==> src/rtl/multichan_scfifo.sv <==
// Single-clock multi-channel FIFO: NUM_CH logical FIFOs share one memory with
// one write and one read port, each steered by a channel index.
module multichan_scfifo #(
    parameter int DATA_WIDTH    = 8,
    parameter int DEPTH         = 16,
    parameter int NUM_CH        = 4,
    parameter int AFULL_THRESH  = DEPTH - 2,
    parameter int AEMPTY_THRESH = 2,
    localparam int CH_W  = (NUM_CH > 1) ? $clog2(NUM_CH) : 1,
    localparam int CNT_W = $clog2(DEPTH) + 1
) (
    input  logic                    clk,
    input  logic                    reset,
    input  logic                    wr_en,
    input  logic [CH_W-1:0]         wr_ch,
    input  logic [DATA_WIDTH-1:0]   data_in,
    input  logic                    rd_en,
    input  logic [CH_W-1:0]         rd_ch,
    output logic [DATA_WIDTH-1:0]   data_out,
    output logic                    rd_valid,
    input  logic                    flush_en,
    input  logic [CH_W-1:0]         flush_ch,
    output logic [NUM_CH-1:0]       full,
    output logic [NUM_CH-1:0]       empty,
    output logic [NUM_CH-1:0]       almost_full,
    output logic [NUM_CH-1:0]       almost_empty,
    output logic [NUM_CH*CNT_W-1:0] usedw,
    output logic                    overflow,
    output logic                    underflow
);

    localparam int PTR_W  = $clog2(DEPTH);
    localparam int ADDR_W = CH_W + PTR_W;

    localparam logic [CNT_W-1:0] DEPTH_C  = CNT_W'(DEPTH);
    localparam logic [CNT_W-1:0] AFULL_C  = CNT_W'(AFULL_THRESH);
    localparam logic [CNT_W-1:0] AEMPTY_C = CNT_W'(AEMPTY_THRESH);

    logic [DATA_WIDTH-1:0] mem_q [NUM_CH*DEPTH];

    logic [PTR_W-1:0] wr_ptr_q [NUM_CH];
    logic [PTR_W-1:0] wr_ptr_d [NUM_CH];
    logic [PTR_W-1:0] rd_ptr_q [NUM_CH];
    logic [PTR_W-1:0] rd_ptr_d [NUM_CH];
    logic [CNT_W-1:0] count_q  [NUM_CH];
    logic [CNT_W-1:0] count_d  [NUM_CH];

    logic [DATA_WIDTH-1:0] data_out_q, data_out_d;
    logic                  rd_valid_q, rd_valid_d;
    logic                  overflow_q, overflow_d;
    logic                  underflow_q, underflow_d;

    logic              wr_ch_ok, rd_ch_ok, flush_ok;
    logic              wr_flushed, rd_flushed;
    logic [CNT_W-1:0]  wr_cnt, rd_cnt;
    logic [PTR_W-1:0]  wr_ptr_sel, rd_ptr_sel;
    logic              wr_acc, rd_acc;
    logic [ADDR_W-1:0] wr_addr, rd_addr;

    // Accept decisions use only the counts registered at the start of the cycle.
    always_comb begin
        wr_ch_ok   = (32'(wr_ch) < NUM_CH);
        rd_ch_ok   = (32'(rd_ch) < NUM_CH);
        flush_ok   = flush_en && (32'(flush_ch) < NUM_CH);
        wr_flushed = flush_ok && (flush_ch == wr_ch);
        rd_flushed = flush_ok && (flush_ch == rd_ch);

        wr_cnt     = '0;
        wr_ptr_sel = '0;
        if (wr_ch_ok) begin
            wr_cnt     = count_q[wr_ch];
            wr_ptr_sel = wr_ptr_q[wr_ch];
        end
        rd_cnt     = '0;
        rd_ptr_sel = '0;
        if (rd_ch_ok) begin
            rd_cnt     = count_q[rd_ch];
            rd_ptr_sel = rd_ptr_q[rd_ch];
        end

        wr_acc      = wr_en && wr_ch_ok && !wr_flushed && (wr_cnt != DEPTH_C);
        rd_acc      = rd_en && rd_ch_ok && !rd_flushed && (rd_cnt != '0);
        overflow_d  = wr_en && wr_ch_ok && !wr_flushed && (wr_cnt == DEPTH_C);
        underflow_d = rd_en && rd_ch_ok && !rd_flushed && (rd_cnt == '0);

        wr_addr = {wr_ch, wr_ptr_sel};
        rd_addr = {rd_ch, rd_ptr_sel};
    end

    // A read needs count > 0 and a write needs count < DEPTH, so on a shared
    // channel the two addresses never collide: the read never sees the new word.
    always_comb begin
        data_out_d = data_out_q;
        rd_valid_d = rd_acc;
        if (rd_acc) begin
            data_out_d = mem_q[rd_addr];
        end
    end

    always_comb begin
        for (int c = 0; c < NUM_CH; c++) begin
            wr_ptr_d[c] = wr_ptr_q[c];
            rd_ptr_d[c] = rd_ptr_q[c];
            count_d[c]  = count_q[c];
            if (flush_ok && (flush_ch == CH_W'(c))) begin
                wr_ptr_d[c] = '0;
                rd_ptr_d[c] = '0;
                count_d[c]  = '0;
            end else begin
                if (wr_acc && (wr_ch == CH_W'(c))) begin
                    wr_ptr_d[c] = wr_ptr_q[c] + 1'b1;
                end
                if (rd_acc && (rd_ch == CH_W'(c))) begin
                    rd_ptr_d[c] = rd_ptr_q[c] + 1'b1;
                end
                if ((wr_acc && (wr_ch == CH_W'(c))) && !(rd_acc && (rd_ch == CH_W'(c)))) begin
                    count_d[c] = count_q[c] + 1'b1;
                end else if (!(wr_acc && (wr_ch == CH_W'(c))) && (rd_acc && (rd_ch == CH_W'(c)))) begin
                    count_d[c] = count_q[c] - 1'b1;
                end
            end
        end
    end

    always_ff @(posedge clk) begin
        if (reset) begin
            for (int c = 0; c < NUM_CH; c++) begin
                wr_ptr_q[c] <= '0;
                rd_ptr_q[c] <= '0;
                count_q[c]  <= '0;
            end
            data_out_q  <= '0;
            rd_valid_q  <= 1'b0;
            overflow_q  <= 1'b0;
            underflow_q <= 1'b0;
        end else begin
            for (int c = 0; c < NUM_CH; c++) begin
                wr_ptr_q[c] <= wr_ptr_d[c];
                rd_ptr_q[c] <= rd_ptr_d[c];
                count_q[c]  <= count_d[c];
            end
            data_out_q  <= data_out_d;
            rd_valid_q  <= rd_valid_d;
            overflow_q  <= overflow_d;
            underflow_q <= underflow_d;
        end
    end

    // Storage is deliberately left uninitialised; counts alone define validity.
    always_ff @(posedge clk) begin
        if (wr_acc && !reset) begin
            mem_q[wr_addr] <= data_in;
        end
    end

    always_comb begin
        full         = '0;
        empty        = '0;
        almost_full  = '0;
        almost_empty = '0;
        usedw        = '0;
        for (int c = 0; c < NUM_CH; c++) begin
            full[c]                  = (count_q[c] == DEPTH_C);
            empty[c]                 = (count_q[c] == '0);
            almost_full[c]           = (count_q[c] >= AFULL_C);
            almost_empty[c]          = (count_q[c] <= AEMPTY_C);
            usedw[c*CNT_W +: CNT_W]  = count_q[c];
        end
    end

    assign data_out  = data_out_q;
    assign rd_valid  = rd_valid_q;
    assign overflow  = overflow_q;
    assign underflow = underflow_q;

endmodule

==> config.mk <==
export PLATFORM = sky130hd
export DESIGN_NAME = multichan_scfifo
export DESIGN_NICKNAME = d
export VERILOG_FILES = /design/src/rtl/multichan_scfifo.sv
export SDC_FILE = /design/constraint.sdc
export NUM_CORES = 1
export LEC_CHECK = 0
export CAP_MARGIN = 20
export CORE_ASPECT_RATIO = 0.6
export CORE_MARGIN = 5
export CORE_UTILIZATION = 50
export DETAILED_ROUTE_END_ITERATION = 16
export PLACE_DENSITY = 0.67
export SETUP_SLACK_MARGIN = 0.05
export SYNTH_ARGS = -nofsm -noshare
export SYNTH_HDL_FRONTEND = slang
export SYNTH_SLANG_ARGS = --single-unit
==> constraint.sdc <==
create_clock -name clk -period 4.9 [get_ports clk]
set_input_delay 0.98 -clock clk [delete_from_list [all_inputs] [get_ports clk]]
set_output_delay 0.98 -clock clk [all_outputs]
set_load 0.01 [all_outputs]
# After elaboration in Yosys (flattened, before gate mapping)
# Memories as Yosys holds them, arrays and structs flattened. A register that Yosys moved wholly into a read port is not among the register bits.
# Cells that the tools add are included.
# word_totals
reg_bits	3
ram_bits	564
in_bits	19
output_inout_bits	47
elab_cells	154
memories	4
# mem_list
name	words	width	read_ports	rd_clocked_by_memory_dff	write_ports	line_no	text
mem_q	64	8	1	1	1	39	logic [DATA_WIDTH-1:0] mem_q [NUM_CH*DEPTH];
count_q	4	5	6	0	4	45	logic [CNT_W-1:0] count_q [NUM_CH];
rd_ptr_q	4	4	5	0	4	43	logic [PTR_W-1:0] rd_ptr_q [NUM_CH];
wr_ptr_q	4	4	5	0	4	41	logic [PTR_W-1:0] wr_ptr_q [NUM_CH];
# classes
add_sub_neg	16
magnitude_cmp	8
n_eq_ne	17
muxes	45
bitwise_logic	12
n_reduce_logical	49
# ops
operator	n
2-to-1 mux 4 bit	24
2-to-1 mux 5 bit	16
adder 4 x 1 -> 4 bit (second input constant)	8
logical AND 1 bit	29
equality test 5 bit (second input constant)	5
zero test 5 bit	5
adder 5 x 1 -> 5 bit (second input constant)	4
>= comparator 5 x 4 -> 1 bit (second input constant)	4
less-or-equal comparator 5 x 2 -> 1 bit (second input constant)	4
subtractor 5 x 1 -> 5 bit (second input constant)	4
equality test 2 bit (second input constant)	6
bitwise OR 1 bit	12
zero test 1 bit	11
equality test 2 x 1 -> 1 bit (second input constant)	3
zero test 2 bit	3
2-to-1 mux 1 bit	5
!= test 5 bit (second input constant)	1
nonzero test 5 bit	1
equality test 2 bit	2

# Logic depth before layout (Yosys ltp)
# depth
depth_word	12
ltp_mapped	17

# Least setup slack after synthesis
# OpenSTA, ideal clock, no wires.
# synth_timing
path_type	input to register
startpoint	input rd_ch[0]
endpoint	memory count_q[2][4] (netlist name)
setup_ps	128
t_arrival_ps	3833
required_time_ps	4772
setup_slack_ps	940
cell_stages	14
n_path_buf	2
cell_sequence	buf_4 > mux4_2 > buf_2 > nor4b_4 > inv_1 > ha_1 > inv_1 > ha_1 > nor2b_1 > o21a_1 > or3_1 > a21oi_1 > xnor2_1 > nor2_1
# synth_rtl
element	line_no	text
from (decl)	18	input logic [CH_W-1:0] rd_ch,
to (decl)	45	

==> impl_summary.txt <==
----------------------------------------------------
[Run status]
  Result of the run ... finished clean

[Finish]
  Syn-to-layout area delta ... 13.3%
  Number of nets in the layout ... 1797
  Proportion of layout cells with a drive suffix above 1 ... 11.2%

[Floorplan]
  Die Height ... 181 µm
  Boundary Pins ... 66
  Core Region ... 0.0479 mm²
  Initial standard-cell utilization of the core ... 50.7%
  X dimension of the die ... 294 µm
  Area enclosed by the die boundary ... 0.0531 mm²
  Cell Rows ... 62

[Flow run]
  Max Cap Violations ... 0

[Placement]
  Detailed Place HPWL ... 38500 µm
  Count of port buffers added during placement ... 65
  Gp weighted congestion ... 0.888

[Global routing]
  Gr usage total ... 21.6%
  Maximum number of pins on one net before global-route repair ... 65
  Antenna violations before repair ... 1
  Via count of the first global-routing pass ... roughly 14000
  First-pass GRT wire length ... 87700 µm
  Remaining Overflow, GRT ... 0

[Drt]
  Mean number of vias per cell ... 5.95
  Initial drt markers ... ~1500
  DRC violations left ... 0
  TritonRoute pass-1 iters ... 5
  Total wirelength of the detailed-routed design ... 58700 µm
  Drt wl/cell ... 24.2 µm
  DR vias ... 14400
  Final antenna-violating net count ... 0

[Synthesis]
  Register area share after synthesis ... 68.6%
  Most used DFF post-synth ... sky130_fd_sc_hd__edfxtp_1
  Count of mapped cells out of synthesis ... 1642
  Largest family of logic cells by synthesized area ... multiplexers
  Arithmetic-cell share of the synthesized area counting full adders, half adders and majority gates ... around 1.7%
  Cells taking the most area after synthesis ... sky130_fd_sc_hd__edfxtp_1 63%, sky130_fd_sc_hd__mux2i_1 7.2%, sky130_fd_sc_hd__dfxtp_1 5.2%, sky130_fd_sc_hd__a211oi_1 2.4%, sky130_fd_sc_hd__nor2_1 2.1%
  Number of nets in the synthesized netlist ... ~1700
  Largest area contributor in the synthesized netlist ... sky130_fd_sc_hd__edfxtp_1
  Xor and xnor area share after synthesis ... 1.44%
  Synth Area in Compound Gates ... 6.75%
  Synth cell types ... 55
  Fraction of the mapped netlist area in simple logic gates ... 8.94%
  Share of synthesized flip-flops with an asynchronous set or reset ... 0%
  Flip-flop and latch count after synthesis ... 575
  Number of flops mapped to enable cells by yosys ... 512
  Syn avg cell area ... 14.8 µm²
  Post-Synthesis Cell Area ... 0.0242 mm²
  Synth warn ... 0
  Fraction of synthesized cell area taken by the top area cell type ... 63.4%
  Multiplexer share of the synthesized area ... under 10%

[Timing]
  Final min period ... 4.10 ns
  Max Fclk ... 0.244 GHz
  Worst-case hold slack ... 0.538 ns
  Final-report setup violation count ... 0
  Period Utilization, post-route ... ~84%
  Transition time at the pin with the least slew margin ... 1.03 ns
  Setup clock skew after layout ... about 0.021 ns
  Setup TNS ... 0 ns
  Unrepaired setup endpoints after global routing ... no
  Final Max Tran Viols ... 0
  Final hold violations ... 0
  Relative max-transition margin ... around a third

[Clock tree]
  Number of gates resized after cts ... 0
  Number of sinks driven by the clock tree ... 575
  Root Buffer ... sky130_fd_sc_hd__clkbuf_16
  Htree depth ... 2
  Number of buffers between clock root and the deepest sink ... 3
  Clock latency of the later-clocked register in the worst-skew pair ... 0.59 ns
  CTS tree ... built
  Clock slew at reported path FFs ... about 0.060 ns
  Hold_buf cts ... 0
  TritonCTS buffer count ... 51
  Postcts setup bufs ... 0

[Setup path]
  Largest fanout on the critical path ... 19
  Setup CP Type ... in2reg
  Required time of the critical path ... 5.39 ns
  Worst path arrival time ... 4.60 ns
  Critical path launch point type ... input pin
  Setup crit end kind ... flop

[Power and ir drop]
  Largest vdd supply drop ... 0.269 mV
  Leakage power summed over all cells ... approximately 8.8 nW
  Power per Cell Area ... 372 mW/mm²

[Worst hold path]
  Type of the worst min-delay path ... reg2reg

----------------------------------------------------
-- metrics by stage --
| step | util, % | cells | power (mW) | area (µm²) | setup WS (ns) |
|---|---|---|---|---|---|
| finish | 57.4 | 2426 | 10.2 | 27500 | 0.797 |
| floorplan | - | 1642 | 5.99 | 24200 | 0.940 |
| CTS | 57.4 | 2423 | 10.3 | 27500 | 0.856 |
| global route | 57.4 | 2425 | 10.6 | 27500 | 0.628 |
| global placement | 54.0 | 2332 | 6.35 | 25800 | 0.352 |
| detailed placement | 54.0 | 2332 | 6.37 | 25800 | 0.297 |
-- critical path, stage by stage --
cell and delay (ns):
sky130_fd_sc_hd__clkdlybuf4s50_1 0.50, sky130_fd_sc_hd__buf_4 0.29, sky130_fd_sc_hd__xnor2_1 0.10, sky130_fd_sc_hd__nand3_1 0.08, sky130_fd_sc_hd__nand2_1 0.20, sky130_fd_sc_hd__buf_4 0.24, sky130_fd_sc_hd__nor3_1 0.46, sky130_fd_sc_hd__inv_1 0.13
sky130_fd_sc_hd__ha_1 0.25, sky130_fd_sc_hd__inv_1 0.15, sky130_fd_sc_hd__ha_1 0.30, sky130_fd_sc_hd__a21o_1 0.20, sky130_fd_sc_hd__a21oi_1 0.17, sky130_fd_sc_hd__xnor2_1 0.09, sky130_fd_sc_hd__or3_1 0.32, sky130_fd_sc_hd__a21oi_1 0.15
-- registers in the layout (all words and copies together) (netlist names) --
signal	cells
count_q	20
data_out	8
mem_q	512
overflow	1
rd_ptr_q	16
rd_valid	1
underflow	1
wr_ptr_q	16
-- cells by family after synthesis --
logic type / count (synthesis)
DFF: 575
and+or+nand+nor: 429
AOI/OAI and AO/OA: 231
muxes: 205
buffers and inverters: 131
xor gates and xnor gates: 40
adders and majority gates: 31
-- path summary, 6_finish.rpt --
kind	startpoint	endpoint	slack, ns	cells past startpoint
worst min-delay path	wr_ptr_q[2][2]	wr_ptr_q[2][2]	0.54	2
worst min register to register	wr_ptr_q[2][2]	wr_ptr_q[2][2]	0.54	2
worst max register to register	count_q[1][0]	count_q[0][4]	1.12	14
worst max-delay path	rd_ch[0]	count_q[1][4]	0.80	16
-- power by group --
part           switching [mW]  total (mW)  internal, mW  leakage [nW]
Combinational           0.467       0.823         0.356          2.86
Clock                    1.76        3.96          2.20         0.790
Sequential             0.0634        5.44          5.38          5.11
Total                    2.29        10.2          7.94          8.76
-- cells in the mapped netlist, drive strengths merged (23+ instances only) --
| master | count |
|---|---|
| mux2i | 175 |
| inv | 35 |
| nand2 | 82 |
| nor2b | 43 |
| o22ai | 37 |
| a211oi | 77 |
| clkbuf | 44 |
| and2 | 45 |
| nand3 | 26 |
| dfxtp | 63 |
| a21oi | 32 |
| ha | 27 |
| edfxtp | 512 |
| buf | 52 |
| xnor2 | 23 |
| mux4 | 26 |
| nor2 | 138 |
-- routing by layer --
layer	vias to the layer above	GRT usage (%)	share of wire, %
met4	0	4.31	1.7
met3	74	6.18	9.1
met5	-	0	0
met2	521	30.0	42
met1	7355	34.2	47
li1	6488	-	-
-- placed cells by master, fill, tap and decap left out, types with 13 or more instances in the layout --
cell,netlist,final
sky130_fd_sc_hd__o21ai_0,22,22
sky130_fd_sc_hd__edfxtp_1,512,512
sky130_fd_sc_hd__buf_4,12,77
sky130_fd_sc_hd__clkbuf_16,0,52
sky130_fd_sc_hd__a211oi_1,77,77
sky130_fd_sc_hd__xor2_1,17,17
sky130_fd_sc_hd__ha_1,27,27
sky130_fd_sc_hd__dfxtp_1,63,63
sky130_fd_sc_hd__clkinv_1,0,14
sky130_fd_sc_hd__mux4_2,21,19
sky130_fd_sc_hd__a21oi_1,32,32
sky130_fd_sc_hd__o22ai_1,37,37
sky130_fd_sc_hd__xnor2_1,23,23
sky130_fd_sc_hd__clkdlybuf4s50_1,0,57
sky130_fd_sc_hd__inv_1,35,35
sky130_fd_sc_hd__nand2_1,82,82
sky130_fd_sc_hd__nand3_1,26,26
sky130_fd_sc_hd__nand4_1,22,22
sky130_fd_sc_hd__nor2_1,138,138
sky130_fd_sc_hd__nor2b_1,43,43
sky130_fd_sc_hd__and2_1,45,45
sky130_fd_sc_hd__nand2b_1,13,13
sky130_fd_sc_hd__mux2i_1,175,175
-- area by class of cell --
| class | instances | area (µm²) |
|---|---|---|
| well taps | 640 | 801 |
| flip-flops and latches | 575 | 16600 |
| inverters | 35 | 131 |
| repair buffers | 148 | 1290 |
| diodes | 1 | 2.50 |
| multi-input cells | 936 | 6980 |
| fillers | 3674 | 20400 |
| clock buffers | 58 | 1320 |
| clock inverters | 33 | 303 |
(Power assumes the default switching activity.)
